<file path="src/rtl/fifo_arb_pkg.sv">
// Shared definitions for the two-requester FIFO write arbiter: FSM states,
// grant encodings, priority-pointer values, the burst default and the
// grant-selection rule used both from IDLE and on release.
package fifo_arb_pkg;

    // State encoding matches the one-hot {B,A} grant so GNT is a direct decode.
    typedef enum logic [1:0] {
        IDLE    = 2'b00,
        GRANT_A = 2'b01,
        GRANT_B = 2'b10
    } arbState_e;

    localparam logic [1:0] GNT_IDLE = 2'b00;
    localparam logic [1:0] GNT_A    = 2'b01;
    localparam logic [1:0] GNT_B    = 2'b10;

    // Priority pointer values: which requester wins when both ask at once.
    localparam logic PRI_A = 1'b0;
    localparam logic PRI_B = 1'b1;

    localparam int BURST_DEFAULT = 4;

    // Grant choice for a free arbiter: nothing while the FIFO is full, a sole
    // requester wins outright, a tie goes to the requester named by pri.
    function automatic arbState_e selectGrant(
        input logic reqA,
        input logic reqB,
        input logic fifoFull,
        input logic pri
    );
        arbState_e nextState;
        nextState = IDLE;
        if (!fifoFull) begin
            if (reqA && reqB) begin
                nextState = (pri == PRI_B) ? GRANT_B : GRANT_A;
            end else if (reqA) begin
                nextState = GRANT_A;
            end else if (reqB) begin
                nextState = GRANT_B;
            end
        end
        return nextState;
    endfunction

endpackage

</file>
<file path="src/rtl/fifo_write_arbiter.sv">
// Two-requester write arbiter in front of a FIFO. A granted requester may
// write up to BURST words; the grant then passes to the other requester if it
// is waiting, so both requesters alternate without idle cycles. The block
// holds no data: DIN is a mux of the requester inputs and WE/ACK are
// combinational from the registered grant.
module fifo_write_arbiter
    import fifo_arb_pkg::*;
#(
    parameter int BURST = BURST_DEFAULT,
    parameter int WIDTH = 8
) (
    input  logic             CLK,
    input  logic             RESET_N,
    input  logic             REQ_A,
    input  logic [WIDTH-1:0] DIN_A,
    output logic             ACK_A,
    input  logic             REQ_B,
    input  logic [WIDTH-1:0] DIN_B,
    output logic             ACK_B,
    input  logic             FF,
    output logic             WE,
    output logic [WIDTH-1:0] DIN,
    output logic [1:0]       GNT,
    output logic             BUSY
);

    // Count value at which the next accepted word completes the burst.
    localparam logic [3:0] LAST_COUNT = 4'(BURST - 1);

    arbState_e  stateReg;
    logic [3:0] countReg;
    logic       priReg;

    logic       grantedReq;   // request line of the current grant holder
    logic       otherPri;     // pointer value naming the non-served requester

    // Request line and "the other one" for whichever requester holds the grant.
    always_comb begin
        grantedReq = 1'b0;
        otherPri   = priReg;
        case (stateReg)
            GRANT_A: begin
                grantedReq = REQ_A;
                otherPri   = PRI_B;
            end
            GRANT_B: begin
                grantedReq = REQ_B;
                otherPri   = PRI_A;
            end
            default: begin
                grantedReq = 1'b0;
                otherPri   = priReg;
            end
        endcase
    end

    // Arbiter FSM: grant selection, burst counting, stall on full, release
    // with priority hand-over.
    always_ff @(posedge CLK or negedge RESET_N) begin
        if (!RESET_N) begin
            stateReg <= IDLE;
            countReg <= '0;
            priReg   <= PRI_A;
        end else begin
            case (stateReg)
                IDLE: begin
                    stateReg <= selectGrant(REQ_A, REQ_B, FF, priReg);
                    countReg <= '0;
                end
                GRANT_A, GRANT_B: begin
                    if (!grantedReq) begin
                        // Requester withdrew: release. The pointer only moves
                        // if this grant actually wrote something.
                        countReg <= '0;
                        if (countReg != 4'd0) begin
                            priReg   <= otherPri;
                            stateReg <= selectGrant(REQ_A, REQ_B, FF, otherPri);
                        end else begin
                            stateReg <= selectGrant(REQ_A, REQ_B, FF, priReg);
                        end
                    end else if (!FF) begin
                        // A word is written this cycle.
                        if (countReg == LAST_COUNT) begin
                            countReg <= '0;
                            priReg   <= otherPri;
                            stateReg <= selectGrant(REQ_A, REQ_B, FF, otherPri);
                        end else begin
                            countReg <= countReg + 4'd1;
                        end
                    end
                    // FIFO full with request held: stall, keep grant and count.
                end
                default: begin
                    stateReg <= IDLE;
                    countReg <= '0;
                end
            endcase
        end
    end

    // Write path: the grant holder's word goes through whenever the FIFO has room.
    always_comb begin
        WE    = 1'b0;
        ACK_A = 1'b0;
        ACK_B = 1'b0;
        DIN   = DIN_A;
        case (stateReg)
            GRANT_A: begin
                ACK_A = REQ_A & ~FF;
                WE    = REQ_A & ~FF;
                DIN   = DIN_A;
            end
            GRANT_B: begin
                ACK_B = REQ_B & ~FF;
                WE    = REQ_B & ~FF;
                DIN   = DIN_B;
            end
            default: begin
                WE    = 1'b0;
                ACK_A = 1'b0;
                ACK_B = 1'b0;
                DIN   = DIN_A;
            end
        endcase
    end

    // Grant status decoded straight from the state register.
    always_comb begin
        GNT = GNT_IDLE;
        case (stateReg)
            GRANT_A: GNT = GNT_A;
            GRANT_B: GNT = GNT_B;
            default: GNT = GNT_IDLE;
        endcase
        BUSY = (stateReg != IDLE);
    end

endmodule
</file>
<file path="config.mk">
export PLATFORM = sky130hd
export DESIGN_NAME = fifo_write_arbiter
export DESIGN_NICKNAME = d
export VERILOG_FILES = /design/src/rtl/fifo_arb_pkg.sv /design/src/rtl/fifo_write_arbiter.sv
export SDC_FILE = /design/constraint.sdc
export NUM_CORES = 1
export LEC_CHECK = 0
export BUFFER_PORTS_ARGS = -buffer_cell sky130_fd_sc_hd__buf_2
export CORE_MARGIN = 1.5
export CORE_UTILIZATION = 46
export CTS_BUF_LIST = sky130_fd_sc_hd__clkbuf_8
export DETAILED_ROUTE_END_ITERATION = 10
export PLACE_DENSITY = 0.91
export SLEW_MARGIN = 10
export SYNTH_ARGS = -nofsm -noshare
export SYNTH_HDL_FRONTEND = slang
export SYNTH_SLANG_ARGS = --single-unit
</file>
<file path="constraint.sdc">
create_clock -name CLK -period 2.15 [get_ports CLK]
set_clock_uncertainty 0.05 [all_clocks]
set_input_delay 0.3225 -clock CLK [delete_from_list [all_inputs] [get_ports CLK]]
set_output_delay 0.3225 -clock CLK [all_outputs]
set_load 0.01 [all_outputs]
</file>
======== Yosys cells after proc, flatten, opt, wreduce, memory -nomap -nowiden ========
Cells that the tools add are included.
W data, S select, Z words.
word-level totals
  register bits after elaboration ......... 7
  bits of input ports ..................... 21
  output and inout port bits .............. 14
  logic and storage cells ................. 50
operators by class
  $add $sub $neg .......................... 1
  eq/ne operators ......................... 7
  multiplexer cells ....................... 28
  bitwise gates (word level) .............. 3
  reduce and logical (&&, ||, !) cells .... 8
operator list
  cell                   number
  $mux W2                12
  $mux W4                4
  $mux W8                1
  $pmux W2 S2            2
  $mux W1                6
  $ne A3 B3 Y1 const B   2
  $pmux W1 S2            3
  $add A4 B1 Y4 const B  1
  $eq A4 B2 Y1 const B   1
  $reduce_and A4 Y1      1
  $reduce_bool A2 Y1     2
  $reduce_bool A4 Y1     1
  $and A1 B1 Y1          2
  $eq A2 B1 Y1 const B   1
  $eq A2 B2 Y1 const B   1
  $logic_not A2 Y1       1
  $ne A2 B1 Y1 const B   1
  $ne A2 B2 Y1 const B   1
  $reduce_and A2 Y1      1
  $reduce_or A2 Y1       1
  $logic_and A1 B1 Y1    1
  $not A1 Y1             1

======== Logic depth before layout (Yosys ltp) ========
  word-level depth ........................ 8
  depth in mapped cells ................... 7
  gate-level depth less buffers ........... 6

======== Least setup slack after synthesis ========
No wires, ideal clock.
  path type ............................... register to register
  from .................................... register stateReg[0]
  to ...................................... register priReg
  setup time .............................. 125 ps
  data arrival time ....................... 1677 ps
  data required time ...................... 1975 ps
  setup slack ............................. 298 ps
  stages on the path, launching flop included .. 8
  buffers on the path ..................... 1
  clock period less this slack ............ 1852 ps
  cell sequence ........................... dfrtp_1 -> inv_1 -> ha_1 -> buf_4 -> a22oi_4 -> a311oi_4 -> a211oi_2 -> mux2_4
between the ends
  cells in the longest elaborated chain, start to end .. 5
  elaborated cells between the ends (all ways) .. 13
  those cells by class .................... eq/ne: 4; mux: 6; reduce/logical: 3
ends and longest elaborated chain
  item                                          line                                                source
  start: declaration                            fifo_write_arbiter.sv:30                            arbState_e stateReg;
  start signal: assignment                      fifo_write_arbiter.sv:67                            stateReg <= selectGrant(REQ_A, REQ_B, FF, priReg);
  start signal: assignment                      fifo_write_arbiter.sv:77                            stateReg <= selectGrant(REQ_A, REQ_B, FF, otherPri);
  start signal: assignment                      fifo_write_arbiter.sv:79                            stateReg <= selectGrant(REQ_A, REQ_B, FF, priReg);
  $eq A2 B2 Y1 or $eq A2 B1 Y1 (tied branches)  fifo_write_arbiter.sv:41, fifo_write_arbiter.sv:65
  $pmux W1 S2                                   fifo_write_arbiter.sv:41                            case (stateReg)
  $mux W1                                       fifo_write_arbiter.sv:83                            if (countReg == LAST_COUNT) begin
  $mux W1                                       fifo_write_arbiter.sv:81                            end else if (!FF) begin
  $mux W1                                       fifo_write_arbiter.sv:71                            if (!grantedReq) begin
  end signal: assignment                        fifo_write_arbiter.sv:76                            priReg <= otherPri;
  end signal: assignment                        fifo_write_arbiter.sv:85                            priReg <= otherPri;
  end: declaration                              fifo_write_arbiter.sv:32                            logic priReg;
Parallel ways exist; a longest one is shown, timed or not. The select of a mux whose other input is x is not followed.
A chain may end at the register's enable or synchronous reset.

======== Final worst setup path ========
  from .................................... register stateReg[0]
  to ...................................... output port DIN[6]
between the ends
  cells in the longest elaborated chain, start to end .. 2
ends and longest elaborated chain
  item              line                       source
  $eq A2 B2 Y1      fifo_write_arbiter.sv:107  case (stateReg)
  $mux W8           fifo_write_arbiter.sv:107
  end: declaration  fifo_write_arbiter.sv:22   output logic [WIDTH-1:0] DIN,
No other way between the ends.

==> impl_metrics.csv <==
group,metric,value,unit
power_and_ir_drop,leakagePower,0.485,nW
worst_hold_path,min_from,"FF",
routing,num_vias,666,
worst_hold_path,hold_class,"input pin to flip-flop",
cells_and_area,fin_util,69.5,%
synthesis,synthCells,70,
synthesis,async_flop_share,100,%
sta,max_freq,486,MHz
routing,drt-total-wl,1610,um
routing,antenna_left,0,
cells_and_area,final_cells,124,
cells_and_area,n_antenna_cell,0,
sta,setup_slack,0.0930,ns
worst_setup_path,cp.required,1.78,ns
placed_design,dp_slack,0.255,ns
sta,rsz0062_at_grt,"false",
worst_setup_path,path_max_fanout,9,
routing,vias_per_cell,5.37,
cts,cts_setup_buffers,0,
synthesis,synth_top_area_share,25.3,%
global_route,grt.met1_usage,20.9,%
placed_design,port_buffers,34,
global_route,grt_pass1_vias,670,
sta,setup_viol,0,
worst_hold_path,timing.hold.worst_path_depth,3,
global_route,met3_usage,6.52,%
die,die_w,41.8,um
cts,clock_latency,0.22,ns
routing,drt_iter0_markers,11,
synthesis,ys_seq_elements,7,
cts,htreeDepth,1,
cts,cts-root-buf,"clkbuf_8",
synthesis,yosysWarnings,0,
synthesis,syn-num-nets,99,
placed_design,dp_cells,119,
global_route,top_usage_layer,"met2",
cts,cts.sink_count,7,
power_and_ir_drop,worst_ir_drop_vdd,0.000692,V
worst_setup_path,path_class,"flip-flop to primary output",
flow_run,cap_violations,0,
cells_and_area,fin_nets,139,
synthesis,yosys.cell_types.count,25,
power_and_ir_drop,p_per_area,855,nW/um^2
synthesis,synth_area,692,sq um
die,die_h,41.8,um
placed_design,place_hpwl,1290,um
cts,cts_buffer_depth,2,
global_route,grt.total_usage,21.5,%
synthesis,synth_edf_count,0,
worst_setup_path,setup.worst_path.start_class,"flip-flop",
cells_and_area,drive_gt1_share,49.5,%
global_route,antenna_found_initial,0,
cts,cts_tree,"built",
die,die_area,1750,sq um
worst_hold_path,min_to,"countReg[0]",
worst_setup_path,r2r_setup_slack,0.24,ns
sta,hold_viol,0,
worst_setup_path,cp-end-kind,"primary output",
worst_setup_path,worstPathArrival,1.68,ns
cts,cts_made_buffers,3,
die,start_util,51.3,%
synthesis,synthFlopType,"dfrtp_1",
global_route,grt_use_met2,39.1,%
worst_setup_path,timing.rr.start,"stateReg[0]",
synthesis,avgSynthCellArea,9.88,sq um
global_route,grt_remaining_overflow,0,
placed_design,place_congestion,0.766,
synthesis,ys_top_cells_by_area,"dfrtp_1 25%, mux2_2 15%, ha_1 14%",
sta,drv_slew,0,
worst_setup_path,r2r-end,"priReg",
sta,fin_setup_tns,0,ns
global_route,grt_pass1_wl,2860,um
sta,max_slew_margin,78.3,%
run_status,status,"complete, no violations",
sta,whs,0.347,ns
sta,tightest_slew,0.326,ns
cts,path_clk_slew,0.04,ns
routing,wl_per_cell,13.0,um
die,rows,13,
sta,post-route-period-util,95.7,%
global_route,grt_max_degree,10,
routing,drtPass1Iterations,4,
die,ios,35,
worst_setup_path,reg2reg_depth,6,
synthesis,yosysSeqAreaShare,25.3,%
cells_and_area,area_growth_syn_to_layout,35.6,%
sta,period_needed,2.06,ns
routing,route.detailed.drc,0,
die,design.core.area,1350,sq um
synthesis,synth_top_area_cell,"dfrtp_1",
Yosys cell counts (all sizes together) (2+ instances only):
master / count
mux2: 10
ha: 8
inv: 8
dfrtp: 7
nand2: 6
nor2: 5
a21oi: 3
and3: 3
nand2b: 3
a32oi: 2
nand3b: 2
nor3b: 2
sequential cells by signal, summed over array words and instances (netlist names):
signal	flops
stateReg	2
priReg	1
countReg	4
worst max-delay path: stages, from the launching register on:
cell and delay [ns]:
dfrtp_1 0.42, inv_1 0.13, ha_1 0.24, buf_4 0.20, mux2_2 0.34, buf_2 0.14
timing repair:
action	in CTS	in global routing
endpoints found under the setup margin	0	1
hold buffers	1	0
endpoints found under the hold margin	7	0
gates resized for setup	0	1
where the power goes:
group / switching [mW] / leakage, nW / total [mW] / internal (mW)
logic: 0.226 / 0.363 / 0.442 / 0.216
clock network: 0.0527 / 0.0269 / 0.176 / 0.123
registers: 0.0282 / 0.0957 / 0.185 / 0.156
cells in the final DEF (no fill, tap or decap), drive strengths merged:
cell	count
a211oi	1
a21oi	3
a22oi	1
a311oi	1
a31o	1
a32oi	2
and3	3
buf	35
clkbuf	3
dfrtp	7
dlygate4sd3	1
ha	8
inv	9
mux2	10
mux2i	1
nand2	6
nand2b	3
nand3b	2
nand4	1
nor2	5
nor3b	2
o22ai	1
o31ai	1
o41ai	1
xor2	1
cell type report:
type,count,area [sq um]
Timing Repair Buffer,36,188
Sequential cell,7,175
Multi-Input combinational cell,54,482
Tap cell,15,18.8
Clock buffer,3,41.3
Clock inverter,1,3.75
Fill cell,114,412
Inverter,8,30.0
stage by stage:
step / instance area (sq um) / power [mW]
after floorplan: 692 / 0.494
after global placement: 881 / 0.603
after detailed placement: 881 / 0.624
after CTS: 936 / 0.808
after global routing: 938 / 0.862
final: 938 / 0.802
routing by layer:
layer,up-vias,wire length [um]
met5,-,0
met4,0,25
met3,4,173
met2,35,804
met1,301,606
li1,326,-
how the worst max path moves through the flow:
stage / start / slack [ns] / depth (start not counted) / end
after floorplan: stateReg[0] / 0.30 / 7 / priReg
after detailed placement: stateReg[0] / 0.25 / 6 / priReg
after global placement: stateReg[0] / 0.35 / 6 / priReg
after CTS: stateReg[0] / 0.06 / 6 / WE
after global routing: stateReg[0] / 0.01 / 5 / DIN[2]
final: stateReg[0] / 0.09 / 5 / DIN[6]
cell families after synthesis:
logic type,count (synthesis),share of synthesized area [%]
simple gates,22,17.4
compound gates,12,17.9
mux,11,18.3
buf+inv,9,5.43
fa+ha+maj,8,14.5
flops,7,25.3
xor+xnor,1,1.27
(Power assumes the default switching activity.)
